$ cat src/rtl/mmc1_pkg.sv
// rtl/mmc1_pkg.sv - shared encodings and bus record for the MMC1 serial loader
//
// Purpose: register-select encodings, shift-register marker value, the
// Control OR mask applied downstream on a serial reset, and the record of
// one CPU bus cycle as seen by the loader.
package mmc1_pkg;

    localparam logic [1:0] MMC1_SEL_CONTROL = 2'b00;
    localparam logic [1:0] MMC1_SEL_CHR0    = 2'b01;
    localparam logic [1:0] MMC1_SEL_CHR1    = 2'b10;
    localparam logic [1:0] MMC1_SEL_PRG     = 2'b11;

    // Marker bit in SR[4]: it reaches SR[0] after four shifts, so a set
    // SR[0] means the current write is the fifth one.
    localparam logic [4:0] MMC1_SR_INIT       = 5'b10000;
    localparam logic [4:0] MMC1_CTRL_RESET_OR = 5'b01100;

    typedef struct packed {
        logic romsel_n;
        logic rw_n;
        logic a14;
        logic a13;
        logic d7;
        logic d0;
    } mmc1_bus_t;

    function automatic logic mmc1_is_rom_write(input mmc1_bus_t b);
        return !b.romsel_n && !b.rw_n;
    endfunction

endpackage

$ cat src/rtl/mmc1_bus_sync.sv
// rtl/mmc1_bus_sync.sv - CPU bus synchronizer, cycle capture and M2 fall detector
//
// Purpose: brings the asynchronous cartridge bus into the SYS_CLK domain,
// latches the bus fields while M2 is high and commits one CPU cycle on
// each synchronized M2 falling edge.
// Ports:
//   clk, rst  - fast clock, asynchronous active-high reset
//   m2        - raw CPU phi2
//   bus       - raw {nROMSEL, nRW, A14, A13, D7, D0}
//   cycle     - bus fields of the most recent M2-high phase
//   commit    - one-clock pulse: cycle holds a completed CPU cycle
module mmc1_bus_sync
    import mmc1_pkg::*;
(
    input  logic      clk,
    input  logic      rst,
    input  logic      m2,
    input  mmc1_bus_t bus,
    output mmc1_bus_t cycle,
    output logic      commit
);

    logic [1:0] m2_sync;
    logic       m2_prev;
    mmc1_bus_t  bus_meta;
    mmc1_bus_t  bus_sync;
    mmc1_bus_t  capture;

    always_ff @(posedge clk or posedge rst) begin
        if (rst) begin
            m2_sync  <= 2'b00;
            m2_prev  <= 1'b0;
            bus_meta <= '0;
            bus_sync <= '0;
            capture  <= '0;
        end else begin
            m2_sync  <= {m2_sync[0], m2};
            m2_prev  <= m2_sync[1];
            bus_meta <= bus;
            bus_sync <= bus_meta;
            // Data and M2 share the same synchronizer depth, so the last
            // load before M2 drops holds the settled end-of-cycle bus.
            if (m2_sync[1]) begin
                capture <= bus_sync;
            end
        end
    end

    assign commit = m2_prev && !m2_sync[1];
    assign cycle  = capture;

endmodule

$ cat src/rtl/mmc1_serial_loader.sv
// rtl/mmc1_serial_loader.sv - MMC1 serial write assembler and M2 watchdog
//
// Purpose: turns committed CPU ROM writes into MMC1 register-write and
// serial-reset strobes, and watches M2 for loss of the CPU clock.
// Optional feature: MMC1_CONSEC_WRITE_FILTER_EN ignores a ROM write whose
// previous committed CPU cycle was also a ROM write.
// Ports:
//   SYS_CLK, SYS_RST           - fast clock, asynchronous active-high reset
//   CPU_M2, nCPU_ROMSEL,
//   nCPU_RW, CPU_A14, CPU_A13,
//   CPU_D7, CPU_D0             - raw cartridge bus
//   REG_WE                     - one-clock pulse, register write complete
//   REG_SEL, REG_DATA          - target and value of the last register write
//   RESET_STB                  - one-clock pulse, serial reset (D7=1 write)
//   M2_ALIVE                   - M2 falling edges are arriving
module mmc1_serial_loader
    import mmc1_pkg::*;
#(
    parameter int M2_TIMEOUT = 64,
    parameter int CNT_W      = 7
) (
    input  logic       SYS_CLK,
    input  logic       SYS_RST,
    input  logic       CPU_M2,
    input  logic       nCPU_ROMSEL,
    input  logic       nCPU_RW,
    input  logic       CPU_A14,
    input  logic       CPU_A13,
    input  logic       CPU_D7,
    input  logic       CPU_D0,
    output logic       REG_WE,
    output logic [1:0] REG_SEL,
    output logic [4:0] REG_DATA,
    output logic       RESET_STB,
    output logic       M2_ALIVE
);

    localparam logic [CNT_W-1:0] TIMEOUT = CNT_W'(M2_TIMEOUT);

    mmc1_bus_t        bus_pins;
    mmc1_bus_t        cycle;
    logic             commit;
    logic             rom_write;
    logic             accept;
    logic [4:0]       sr;
    logic [CNT_W-1:0] cnt;
    logic [CNT_W-1:0] cnt_next;

    assign bus_pins = '{romsel_n: nCPU_ROMSEL, rw_n: nCPU_RW, a14: CPU_A14,
                        a13: CPU_A13, d7: CPU_D7, d0: CPU_D0};

    mmc1_bus_sync u_bus_sync (
        .clk    (SYS_CLK),
        .rst    (SYS_RST),
        .m2     (CPU_M2),
        .bus    (bus_pins),
        .cycle  (cycle),
        .commit (commit)
    );

    assign rom_write = commit && mmc1_is_rom_write(cycle);

`ifdef MMC1_CONSEC_WRITE_FILTER_EN
    // Read-modify-write instructions write twice in consecutive cycles;
    // only the first of such a pair reaches the shift register.
    logic prev_write;

    always_ff @(posedge SYS_CLK or posedge SYS_RST) begin
        if (SYS_RST) begin
            prev_write <= 1'b0;
        end else if (commit) begin
            prev_write <= mmc1_is_rom_write(cycle);
        end
    end

    assign accept = rom_write && !prev_write;
`else
    assign accept = rom_write;
`endif

    always_comb begin
        cnt_next = cnt;
        if (cnt != TIMEOUT) begin
            cnt_next = cnt + 1'b1;
        end
    end

    always_ff @(posedge SYS_CLK or posedge SYS_RST) begin
        if (SYS_RST) begin
            sr        <= MMC1_SR_INIT;
            cnt       <= '0;
            REG_WE    <= 1'b0;
            RESET_STB <= 1'b0;
            REG_SEL   <= 2'b00;
            REG_DATA  <= 5'b00000;
            M2_ALIVE  <= 1'b0;
        end else begin
            REG_WE    <= 1'b0;
            RESET_STB <= 1'b0;
            if (commit) begin
                // A falling edge always beats a simultaneous timeout.
                cnt      <= '0;
                M2_ALIVE <= 1'b1;
                if (accept) begin
                    if (cycle.d7) begin
                        sr        <= MMC1_SR_INIT;
                        RESET_STB <= 1'b1;
                    end else if (sr[0]) begin
                        REG_WE   <= 1'b1;
                        REG_SEL  <= {cycle.a14, cycle.a13};
                        REG_DATA <= {cycle.d0, sr[4:1]};
                        sr       <= MMC1_SR_INIT;
                    end else begin
                        sr <= {cycle.d0, sr[4:1]};
                    end
                end
            end else begin
                cnt <= cnt_next;
                // Lost M2: drop any partial serial value so a stale
                // prefix cannot combine with writes after recovery.
                if (cnt_next == TIMEOUT) begin
                    M2_ALIVE <= 1'b0;
                    sr       <= MMC1_SR_INIT;
                end
            end
        end
    end

endmodule

$ cat config.mk
export PLATFORM = sky130hd
export DESIGN_NAME = mmc1_serial_loader
export DESIGN_NICKNAME = d
export VERILOG_FILES = /design/src/rtl/mmc1_pkg.sv /design/src/rtl/mmc1_bus_sync.sv /design/src/rtl/mmc1_serial_loader.sv
export SDC_FILE = /design/constraint.sdc
export NUM_CORES = 1
export LEC_CHECK = 0
export BUFFER_PORTS_ARGS = -buffer_cell sky130_fd_sc_hd__buf_2
export CAP_MARGIN = 10
export CORE_AREA = 2 2 66 68
export CTS_BUF_LIST = sky130_fd_sc_hd__clkbuf_8 sky130_fd_sc_hd__clkbuf_16
export CTS_CLUSTER_SIZE = 8
export DETAILED_ROUTE_END_ITERATION = 10
export DIE_AREA = 0 0 68 70
export MAX_ROUTING_LAYER = met4
export PLACE_DENSITY = 0.56
export SLEW_MARGIN = 20
export SYNTH_ARGS = -nofsm -noshare
export SYNTH_HDL_FRONTEND = slang
export SYNTH_SLANG_ARGS = --single-unit
$ cat constraint.sdc
create_clock -name SYS_CLK -period 1.6 [get_ports SYS_CLK]
set_input_delay 0.24 -clock SYS_CLK [delete_from_list [all_inputs] [get_ports SYS_CLK]]
set_output_delay 0.24 -clock SYS_CLK [all_outputs]
set_load 0.05 [all_outputs]
After elaboration in Yosys (flattened, before gate mapping)
Index checks and enable logic that the tools add are counted.

Register bits: 43. Latch bits: 0. Memory bits (writable): 0. ROM bits: 0. Input port bits: 9. Memories kept: 0.

Add/subtract/negate cells: 1. Multiply operators: 0. Div/mod/pow operators: 0. Magnitude comparators: 0. Equal/unequal tests: 3. Shifts and indexed selects: 0. Mux-type cells: 16. Bitwise operators: 1. Reductions and logical operators: 9.

Operators by type and width (count): 2-to-1 mux 5 bit (5); 2-to-1 mux 7 bit (2); 2-to-1 mux 1 bit (9); adder 7 x 1 -> 7 bit (second input constant) (1); == test 7 bit (second input constant) (1); != test 7 bit (second input constant) (1); AND reduction 4 bit (1); logical AND 1 bit (3); logical NOT 1 bit (3); != test 2 x 1 -> 1 bit (second input constant) (1); AND reduction 2 bit (1); nonzero test 2 bit (1); NOT 1 bit (1).

Depth between registers and ports, before layout
Gate-level depths: netlist of run 1.

Word-level depth: 5. Depth in mapped cells: 7.

Hierarchy
Synthesis of run 1 repeated with hierarchy kept, for this count alone.

Cells, all modules: 113. Area, all modules: 1617.8 um2.

Modules (own cells, without submodules): mmc1_serial_loader (instances 1, cells each 83, area each 978.4 um2); mmc1_bus_sync (instances 1, cells each 30, area each 639.4 um2).

Least setup slack after synthesis of run 1
No wires, ideal clock.

Kind: register -> register. From: register cnt[0]. To: register sr[4]. Setup time: 0.083 ns. Arrival: 1.604 ns. Path slack: -0.088 ns. Stages on the path, launching flop included: 7. Clock period less this slack: 1.688 ns. Cells stage by stage: dfrtp_1 -> ha_1 -> nand3_2 -> xor2_1 -> and4b_1 -> o2111a_2 -> o32a_1.

Longest elaborated chain between the ends: 5. Elaborated cells on any way between the ends: 6. Those cells by class: add/sub (1); eq/ne (2); mux (1); reduce/logical (2).

RTL lines: from (decl) (RTL line mmc1_serial_loader.sv:46) `logic [CNT_W-1:0] cnt;`; from (signal assigned) (RTL line mmc1_serial_loader.sv:118) `cnt <= cnt_next;`; adder 7 x 1 -> 7 bit or != test 7 bit (tied branches) (RTL line mmc1_serial_loader.sv:84, mmc1_serial_loader.sv:83); 2-to-1 mux 7 bit (*) (RTL line mmc1_serial_loader.sv:83) `if (cnt != TIMEOUT) begin`; == test 7 bit (*) (RTL line mmc1_serial_loader.sv:121) `if (cnt_next == TIMEOUT) begin`; nonzero test 2 bit (no source line) (*); AND reduction 2 bit (no source line) (*); to (signal assigned) (RTL line mmc1_serial_loader.sv:114) `sr <= {cycle.d0, sr[4:1]};`; to (decl) (RTL line mmc1_serial_loader.sv:45) `logic [4:0] sr;`.

Every way passes the cells marked *; elsewhere a longest branch is shown, timed or not. A chain may end at the register's enable or synchronous reset.

Worst setup path after layout of run 1
Ends and elaborated chain as after synthesis.

==> results of run 1 <==
[worst max-delay path, stage by stage, from the launching register on]
cell and delay (ps):
dfrtp_1 410, ha_2 220, nand3_2 100, xor2_1 170, and4b_1 180, o2111a_2 290, o32a_1 290
[kinds of logic after synthesis]
family | Yosys count
xor gates and xnor gates | 5
and+or+nand+nor | 34
DFF | 43
AOI/OAI and AO/OA | 10
buffers and inverters | 8
muxes | 13
adders and majority gates | 2
[per-layer routing]
layer,track usage,share of wire,vias to the layer above
met5,-,0,-
met4,0.0533,0.015,0
met3,0.0338,0.038,5
met2,0.188,0.50,15
met1,0.151,0.44,465
li1,-,-,447
[per-stage QoR]
stage | hold WS [ps] | setup TNS [ps] | area [um2] | util | total power (W)
after floorplan | 271 | -84.6 | 1580 | - | 0.00149
after global placement | 331 | -73.0 | 1790 | 0.433 | 0.00159
after detailed placement | 335 | -389 | 1790 | 0.433 | 0.00161
after CTS | 43.7 | -508 | 1910 | 0.461 | 0.00246
after global routing | 37.7 | -906 | 1920 | 0.463 | 0.00257
final | 56.2 | -447 | 1920 | 0.463 | 0.00243
[report_power, final]
group          internal (W)  switching, W
combinational      0.000148      0.000151
sequential          0.00119     0.0000904
clock              0.000505      0.000343
total               0.00185      0.000585
[Yosys cell counts, drive strengths merged]
master / instances / area [um2]
nand4: 1 / 12.5
dfstp: 1 / 26.3
mux2: 12 / 135
nor2: 17 / 63.8
nand2: 4 / 15.0
nor3: 3 / 26.3
a21oi: 2 / 13.8
and4b: 1 / 10.0
xnor2: 3 / 26.3
buf: 2 / 10.0
nand2b: 1 / 6.26
o2111a: 1 / 12.5
or3: 2 / 12.5
mux2i: 1 / 10.0
nor2b: 1 / 6.26
inv: 6 / 22.5
a22oi: 4 / 30.0
xor2: 2 / 17.5
o21ai: 2 / 10.0
dfrtp: 42 / 1050
o32a: 1 / 10.0
nand3: 4 / 25.0
ha: 2 / 25.0
[registers in the layout (all words and copies together) (netlist names)]
register             cells
cnt                      7
u_bus_sync.bus_meta      6
u_bus_sync.bus_sync      6
u_bus_sync.cycle         6
REG_DATA                 5
sr                       5
REG_SEL                  2
u_bus_sync.m2_sync       2
M2_ALIVE                 1
REG_WE                   1
RESET_STB                1
u_bus_sync.m2_prev       1
[how the worst max path moves through the flow]
stage	from	endpoint	cells past startpoint	slack (ps)
floorplan	cnt[0]$_DFF_PP0_	sr[4]$_DFFE_PP1P_	6	-80
global placement	cnt[0]$_DFF_PP0_	sr[4]$_DFFE_PP1P_	6	-60
detailed placement	cnt[0]$_DFF_PP0_	sr[4]$_DFFE_PP1P_	6	-140
CTS	cnt[0]$_DFF_PP0_	sr[4]$_DFFE_PP1P_	6	-150
global route	cnt[0]$_DFF_PP0_	sr[4]$_DFFE_PP1P_	6	-200
finish	cnt[0]$_DFF_PP0_	sr[4]$_DFFE_PP1P_	6	-130
[cell type report]
type,count,share of cell area
clock buffers,6,0.0430
clock inverters,2,0.0182
inverters,6,0.0117
multi-input cells,64,0.250
flip-flops and latches,43,0.561
well taps,52,0.0339
repair buffers,27,0.0821
[timing repair]
| item | in CTS | in global routing |
|---|---|---|
| endpoints found under the hold margin | 0 | 0 |
| resized for setup | 0 | 2 |
| endpoints found under the setup margin | 6 | 9 |
| pin swaps | 5 | 3 |
==> impl_metrics.csv, run 1 <==
group,metric,value,unit
placement,io_buffers,18,
logic_synthesis,synth_top_family_by_area,"simple AND/OR/NAND/NOR gates",
timing,period_minus_slack,1730,ps
placement,place_inst,192,
clock_network,h-tree-depth,2,
setup_path,end_kind,"register",
setup_path,rr_worst_depth,6,
finish,syn_to_final_growth,21.7,%
timing,grt_setup_unrepaired,"true",
logic_synthesis,synth-simple-area-share,0.113,
detailed_routing,dr_total_vias,932,
global_routing,grt_max_degree,44,
clock_network,cts_setup_buffers,0,
floorplanning,ioPinCount,19,
placement,dp_hpwl,1710,um
logic_synthesis,synthXorXnorAreaFrac,0.0278,
logic_synthesis,ys_seq_area_frac,0.683,
clock_network,numCtsBuffers,5,
clock_network,worstSkewPairLatency,290,ps
finish,multi_input_area,480,um2
setup_path,path_class,"register to register",
logic_synthesis,syn_area_per_cell,13.7,um2
min_path,worstHoldEndpoint,"u_bus_sync.bus_meta[2]$_DFF_PP0_",
timing,finalSetupViolations,6,
finish,fin_cells,200,
detailed_routing,wl_per_cell,11.7,um
logic_synthesis,synth_cell_types,26,
detailed_routing,antenna_left,0,
setup_path,r2r_start,"cnt[0]$_DFF_PP0_",
logic_synthesis,synth.area.mux_share,0.0920,
finish,final_cell_mix,"42 x dfrtp_1, 18 x buf_2, 17 x nor2_1",
finish,seq_area,1080,um2
min_path,hp-class,"primary input to register",
finish,antennaDiodeCount,0,
timing,hold_viol,0,
min_path,worstHoldStart,"CPU_A13",
setup_path,critPathLaunchType,"register",
detailed_routing,vias_per_cell,4.66,
timing,fin_crit_sh,1.08,
detailed_routing,dr.pass1.iters,4,
floorplanning,start_util,0.381,
clock_network,clock-sinks,43,
clock_network,clk_pin_slew,80,ps
run_status,status,"finished with violations",
timing,worst_slack,-128,ps
job,max_cap_viol_count,0,
clock_network,cts.hold.buffers_added,0,
setup_path,crit_required,1820,ps
global_routing,overflow,0,
logic_synthesis,synth-seq-cells,43,
timing,clock_skew,6.58,ps
floorplanning,die_w,68,um
setup_path,path_max_fanout,6,
placement,gp_congestion,0.812,
finish,final_net_count,158,
floorplanning,die_h,70,um
finish,layout_commonest_cell,"dfrtp_1",
global_routing,grt_pass1_vias,956,
timing,max-slew-margin-rel,0.658,
logic_synthesis,synth_area,1580,um2
run_status,violations,"setup timing",
finish,fillers,390,
finish,drive_gt1_frac,0.378,
detailed_routing,drt_wl_total,2330,um
floorplanning,rows,24,
placement,pre_cts_slack,-139,ps
logic_synthesis,synth_nets,126,
power,power.density,1270,nW/um2
setup_path,crit_arrival,1950,ps
clock_network,cts_root_buffer,"clkbuf_8",
global_routing,antenna_found_initial,0,
detailed_routing,drt-initial-drc-count,17,
timing,tightest_slew,512,ps
timing,max_freq,579,MHz
min_path,hold_depth,1,
logic_synthesis,synth_compound_area_frac,0.0484,
global_routing,grt_usage,0.123,
power,vdd.ir_drop.worst,0.000670,V
logic_synthesis,yosysWarnings,0,
floorplanning,die-area,4760,um2
detailed_routing,drc,0,
floorplanning,core,4140,um2
clock_network,cts_tree,"built",
setup_path,reg2reg_slack,-130,ps
power,leakagePower,0.931,nW
timing,slew_viol_final,0,
global_routing,grt_pass1_wl,4260,um
setup_path,r2r-end,"sr[4]$_DFFE_PP1P_",
logic_synthesis,yosys.area_share.adder,0.0159,
logic_synthesis,synthCells,115,
clock_network,cts.path.max_buffers,2,
(Power assumes the default switching activity.)
==> inputs of run 2 (changes only) <==
--- a/config.mk
+++ b/config.mk
@@ -7,13 +7,13 @@
 export LEC_CHECK = 0
 export BUFFER_PORTS_ARGS = -buffer_cell sky130_fd_sc_hd__buf_2
 export CAP_MARGIN = 10
-export CORE_AREA = 2 2 66 68
+export CORE_AREA = 2 2 63 65
 export CTS_BUF_LIST = sky130_fd_sc_hd__clkbuf_8 sky130_fd_sc_hd__clkbuf_16
 export CTS_CLUSTER_SIZE = 8
 export DETAILED_ROUTE_END_ITERATION = 10
-export DIE_AREA = 0 0 68 70
+export DIE_AREA = 0 0 65 67
 export MAX_ROUTING_LAYER = met4
-export PLACE_DENSITY = 0.56
+export PLACE_DENSITY = 0.6
 export SLEW_MARGIN = 20
 export SYNTH_ARGS = -nofsm -noshare
 export SYNTH_HDL_FRONTEND = slang
==> impl_metrics.csv, run 2 (synthesis gave the netlist of run 1 again) <==
group,metric,value,unit
run_status,status,"finished with violations",
run_status,violations,"setup timing",
global_routing,grt.met3_usage,0.0591,
power,p_comb_frac,0.145,
setup_path,path_class,"register to register",
setup_path,critPathLaunchType,"register",
timing,finalSetupViolations,6,
detailed_routing,wl_per_cell,13.7,um
floorplanning,die_w,65,um
global_routing,grt_pass1_vias,1036,
global_routing,overflow,0,
detailed_routing,vias_per_cell,5.07,
clock_network,cts_tree,"built",
min_path,worstHoldStart,"CPU_A14",
floorplanning,die-area,4360,um2
power,clock_power_share,0.365,
setup_path,slowest_delay,510,ps
job,max_cap_viol_count,0,
finish,largest-register,"cnt",
global_routing,grt_usage,0.152,
setup_path,crit_chain,"nand3_1 -> xor2_1 -> and4b_1 -> o2111a_2 -> o32a_1",
global_routing,antenna_found_initial,0,
detailed_routing,drt-initial-drc-count,89,
power,internal_power,0.00200,W
power,switchingPower,0.000638,W
floorplanning,rows,22,
global_routing,grt_pass1_wl,4620,um
timing,timing.hold.ws,48.0,ps
finish,syn_to_final_growth,27.2,%
clock_network,h-tree-depth,2,
power,seq_power_share,0.490,
global_routing,grtUsageMet1,0.160,
power,total_power,0.00264,W
detailed_routing,drt_wl_total,2730,um
finish,final_net_count,162,
power,power_switching_share,0.242,
setup_path,cpMaxStageDelayCell,"dfrtp_1",
timing,grt_setup_unrepaired,"true",
setup_path,path_max_fanout,6,
power,vdd.ir_drop.worst,0.000723,V
clock_network,cts.path.max_buffers,2,
floorplanning,start_util,0.438,
clock_network,clk_pin_slew,80,ps
setup_path,r2r-end,"sr[4]$_DFFE_PP1P_",
clock_network,numCtsBuffers,5,
global_routing,grt_util_met2,0.255,
finish,drive_gt1_frac,0.401,
finish,largest_reg_flops,7,
timing,period_minus_slack,1740,ps
timing,max_freq,574,MHz
setup_path,crit_required,1830,ps
finish,layout_commonest_cell,"dfrtp_1",
timing,slew_viol_final,0,
detailed_routing,dr_total_vias,1013,
setup_path,end_kind,"register",
min_path,hp-class,"primary input to register",
setup_path,reg2reg_slack,-140,ps
floorplanning,die_h,67,um
global_routing,grt_busiest_layer,"met2",
setup_path,rr_worst_depth,5,
setup_path,crit_arrival,1970,ps
finish,final_cell_mix,"42 x dfrtp_1, 18 x buf_2, 17 x nor2_1",
timing,tightest_slew,299,ps
placement,gp_congestion,0.867,
detailed_routing,dr.pass1.iters,4,
detailed_routing,drc,0,
clock_network,clock-sinks,43,
placement,dp_hpwl,1780,um
min_path,worstHoldEndpoint,"u_bus_sync.bus_meta[3]$_DFF_PP0_",
clock_network,worstSkewPairLatency,300,ps
timing,hold_viol,0,
timing,max-slew-margin-rel,0.799,
finish,antennaDiodeCount,0,
setup_path,r2r_start,"cnt[2]$_DFF_PP0_",
timing,clock_skew,9.84,ps
clock_network,cts_root_buffer,"clkbuf_8",
floorplanning,core,3610,um2
timing,worst_slack,-142,ps
min_path,hold_depth,1,
timing,fin_crit_sh,1.09,
floorplanning,ioPinCount,19,
power,leakagePower,0.962,nW
placement,io_buffers,18,
global_routing,grt_max_degree,44,
detailed_routing,antenna_left,0,
power,power.density,1320,nW/um2
run 2: critical path, delay by kind of cell, from the launching register on:
kind | cells | cell delay, ps
and+or+nand+nor | 2 | 390
DFF | 1 | 510
AOI/OAI and AO/OA | 2 | 580
xor gates and xnor gates | 1 | 200
run 2: worst max-delay path by stage:
| stage | start | end |
|---|---|---|
| 3_5_place_dp | cnt[1]$_DFF_PP0_ | sr[4]$_DFFE_PP1P_ |
| 2_1_floorplan | cnt[0]$_DFF_PP0_ | sr[4]$_DFFE_PP1P_ |
| 4_1_cts | cnt[0]$_DFF_PP0_ | sr[4]$_DFFE_PP1P_ |
| 3_3_place_gp | cnt[1]$_DFF_PP0_ | sr[4]$_DFFE_PP1P_ |
| 5_1_grt | cnt[2]$_DFF_PP0_ | sr[4]$_DFFE_PP1P_ |
| 6_report | cnt[2]$_DFF_PP0_ | sr[4]$_DFFE_PP1P_ |
run 2: through the flow:
stage                     cell area [um2]  TNS, ps  worst slack, ps  std cells  utilization
final                                2010     -351             -142        200        0.557
after global routing                 2010     -901             -199        200        0.557
after CTS                            1980     -184             -105        199        0.550
after detailed placement             1800     -323             -115        188        0.499
after global placement               1800    -55.7            -55.7        188        0.499
after floorplan                      1580    -84.6            -84.6        115            -
run 2: power by group through the flow:
stage               sequential (W)  combinational [W]  clock, W
floorplan                  0.00130           0.000199         0
global placement           0.00130           0.000297         0
detailed placement         0.00131           0.000303         0
CTS                        0.00128           0.000374  0.000997
global route               0.00131           0.000425   0.00104
finish                     0.00129           0.000382  0.000963
run 2: timing repair:
item | CTS | global route
endpoints found under the hold margin | 35 | 0
buffers inserted | 2 | 1
setup endpoints to repair | 6 | 6
hold buffers | 1 | 0
pin swaps | 3 | 3
gates resized for setup | 6 | 2
run 2: routing by layer:
layer	share of wire	wire length, um
met3	0.053	145
met5	0	0
met1	0.40	1080
met2	0.52	1430
met4	0.028	76
run 2: final cells by class:
type	count	area [um2]
Clock buffer	5	68.8
Clock inverter	3	63.8
Fill cell	304	1600
Inverter	6	22.5
Multi-Input combinational cell	64	508
Sequential cell	43	1080
Tap cell	48	60.1
Timing Repair Buffer	31	206
==> inputs of run 3 (changes only) <==
--- a/config.mk
+++ b/config.mk
@@ -14,6 +14,7 @@
 export DIE_AREA = 0 0 65 67
 export MAX_ROUTING_LAYER = met4
 export PLACE_DENSITY = 0.6
+export SETUP_SLACK_MARGIN = 0.1
 export SLEW_MARGIN = 20
 export SYNTH_ARGS = -nofsm -noshare
 export SYNTH_HDL_FRONTEND = slang
==> impl_metrics.csv, run 3 (synthesis gave the netlist of run 1 again) <==
group,metric,value,unit
run_status,status,"finished with violations",
run_status,violations,"setup timing",
setup_path,crit_chain,"ha_2 -> nand3_2 -> o21ai_0 -> a21oi_4 -> o2111a_2 -> o32a_1",
detailed_routing,dr_total_vias,924,
floorplanning,ioPinCount,19,
setup_path,path_class,"register to register",
power,internal_power,0.00167,W
floorplanning,core,3610,um2
setup_path,path_depth,6,
clock_network,numCtsBuffers,5,
timing,tightest_slew,501,ps
timing,worst_slack,-114,ps
clock_network,cts.path.max_buffers,2,
finish,syn_to_final_growth,20.9,%
finish,drive_gt1_frac,0.376,
floorplanning,start_util,0.438,
finish,final_cell_mix,"42 x dfrtp_1, 18 x buf_2, 17 x nor2_1",
timing,fin_crit_sh,1.07,
finish,antennaDiodeCount,0,
setup_path,rr_worst_depth,6,
power,p_comb_frac,0.151,
timing,period_minus_slack,1710,ps
detailed_routing,drt_wl_total,2450,um
timing,timing.hold.ws,50.2,ps
placement,postPlaceCellArea,1800,um2
setup_path,end_kind,"register",
global_routing,antenna_found_initial,0,
timing,max-slew-margin-rel,0.666,
min_path,hold_depth,1,
power,clock_power_share,0.279,
job,max_cap_viol_count,0,
setup_path,path_max_fanout,6,
setup_path,slowest_delay,390,ps
floorplanning,die-area,4360,um2
finish,layout_commonest_cell,"dfrtp_1",
detailed_routing,drt-initial-drc-count,37,
global_routing,grt_max_degree,44,
clock_network,h-tree-depth,2,
timing,grt_setup_unrepaired,"true",
power,power_switching_share,0.260,
clock_network,clk_pin_slew,70,ps
timing,hold_viol,0,
placement,gp_congestion,0.868,
power,vdd.ir_drop.worst,0.000630,V
global_routing,grt_pass1_vias,993,
floorplanning,die_w,65,um
placement,io_buffers,18,
placement,place_inst,188,
clock_network,cts.hold.buffers_added,0,
setup_path,crit_arrival,1940,ps
setup_path,cpLargestDelayFamily,"compound AO/OA/AOI/OAI gates",
timing,finalSetupViolations,6,
floorplanning,rows,22,
finish,final_net_count,159,
placement,dp_hpwl,1700,um
setup_path,critPathLaunchType,"register",
detailed_routing,wl_per_cell,12.4,um
finish,largest_reg_flops,7,
min_path,hp-class,"primary input to register",
finish,largest-register,"cnt",
timing,max_freq,584,MHz
global_routing,overflow,0,
power,leakagePower,0.924,nW
timing,clock_skew,4.29,ps
clock_network,worstSkewPairLatency,290,ps
setup_path,cpMaxStageDelayCell,"dfrtp_1",
clock_network,cts_tree,"built",
setup_path,crit_required,1820,ps
setup_path,worst-path-buf-inv,0,
power,seq_power_share,0.570,
power,power.density,1180,nW/um2
finish,final_area,1910,um2
timing,slew_viol_final,0,
detailed_routing,antenna_left,0,
clock_network,clock-sinks,43,
global_routing,grt_usage,0.140,
detailed_routing,vias_per_cell,4.69,
power,switchingPower,0.000586,W
detailed_routing,dr.pass1.iters,4,
detailed_routing,drc,0,
global_routing,grt_pass1_wl,4330,um
floorplanning,die_h,67,um
clock_network,cts_root_buffer,"clkbuf_8",
finish,fin_cells,197,
-- run 3: cell type report --
| type | instances | area (um2) |
|---|---|---|
| fill | 326 | 1700 |
| sequential | 43 | 1080 |
| multi-input combinational | 64 | 500 |
| timing repair buffer | 28 | 165 |
| clock buffer | 5 | 68.8 |
| tap | 48 | 60.1 |
| inverter | 6 | 22.5 |
| clock inverter | 3 | 12.5 |
-- run 3: worst register-to-register path: stages, from the launching register on --
cell	delay [ps]
dfrtp_1	390
ha_2	210
nand3_2	100
o21ai_0	370
a21oi_4	90
o2111a_2	200
o32a_1	290
-- run 3: worst paths after layout --
kind	from	endpoint	slack (ps)
setup / recovery	cnt[0]$_DFF_PP0_	sr[4]$_DFFE_PP1P_	-110
hold / removal	CPU_D0	u_bus_sync.bus_meta[0]$_DFF_PP0_	50
setup reg to reg	cnt[0]$_DFF_PP0_	sr[4]$_DFFE_PP1P_	-110
hold reg to reg	u_bus_sync.bus_meta[1]$_DFF_PP0_	u_bus_sync.bus_sync[1]$_DFF_PP0_	350
max in group asynchronous	SYS_RST	sr[4]$_DFFE_PP1P_	1170
min in group asynchronous	SYS_RST	u_bus_sync.bus_sync[1]$_DFF_PP0_	70
-- run 3: through the flow --
stage | power, W | setup TNS [ps] | utilization | worst slack [ps]
final | 0.00225 | -358 | 0.529 | -114
after global routing | 0.00238 | -929 | 0.529 | -196
after CTS | 0.00228 | -241 | 0.523 | -93.4
after detailed placement | 0.00163 | -229 | 0.499 | -107
after global placement | 0.00162 | -56.6 | 0.499 | -56.6
after floorplan | 0.00150 | -83.4 | - | -83.4
-- run 3: repair_timing --
| item | 4_1_cts | 5_1_grt |
|---|---|---|
| hold endpoints to repair | 0 | 0 |
| pin swaps | 3 | 2 |
| resized for setup | 0 | 3 |
| setup endpoints to repair | 6 | 14 |
| setup buffers | 1 | 0 |
-- run 3: routing by layer --
layer,global-route usage,up-vias,routed length [um]
met1,0.153,446,1070
met4,0.0479,0,44
met3,0.0659,6,127
met5,-,-,0
li1,-,453,-
met2,0.227,19,1200
-- run 3: power by group through the flow --
stage               clock network (W)  logic, W  registers (W)
floorplan                           0  0.000202        0.00130
global placement                    0  0.000318        0.00130
detailed placement                  0  0.000324        0.00131
CTS                          0.000659  0.000344        0.00128
global route                 0.000702  0.000383        0.00130
finish                       0.000629  0.000339        0.00128
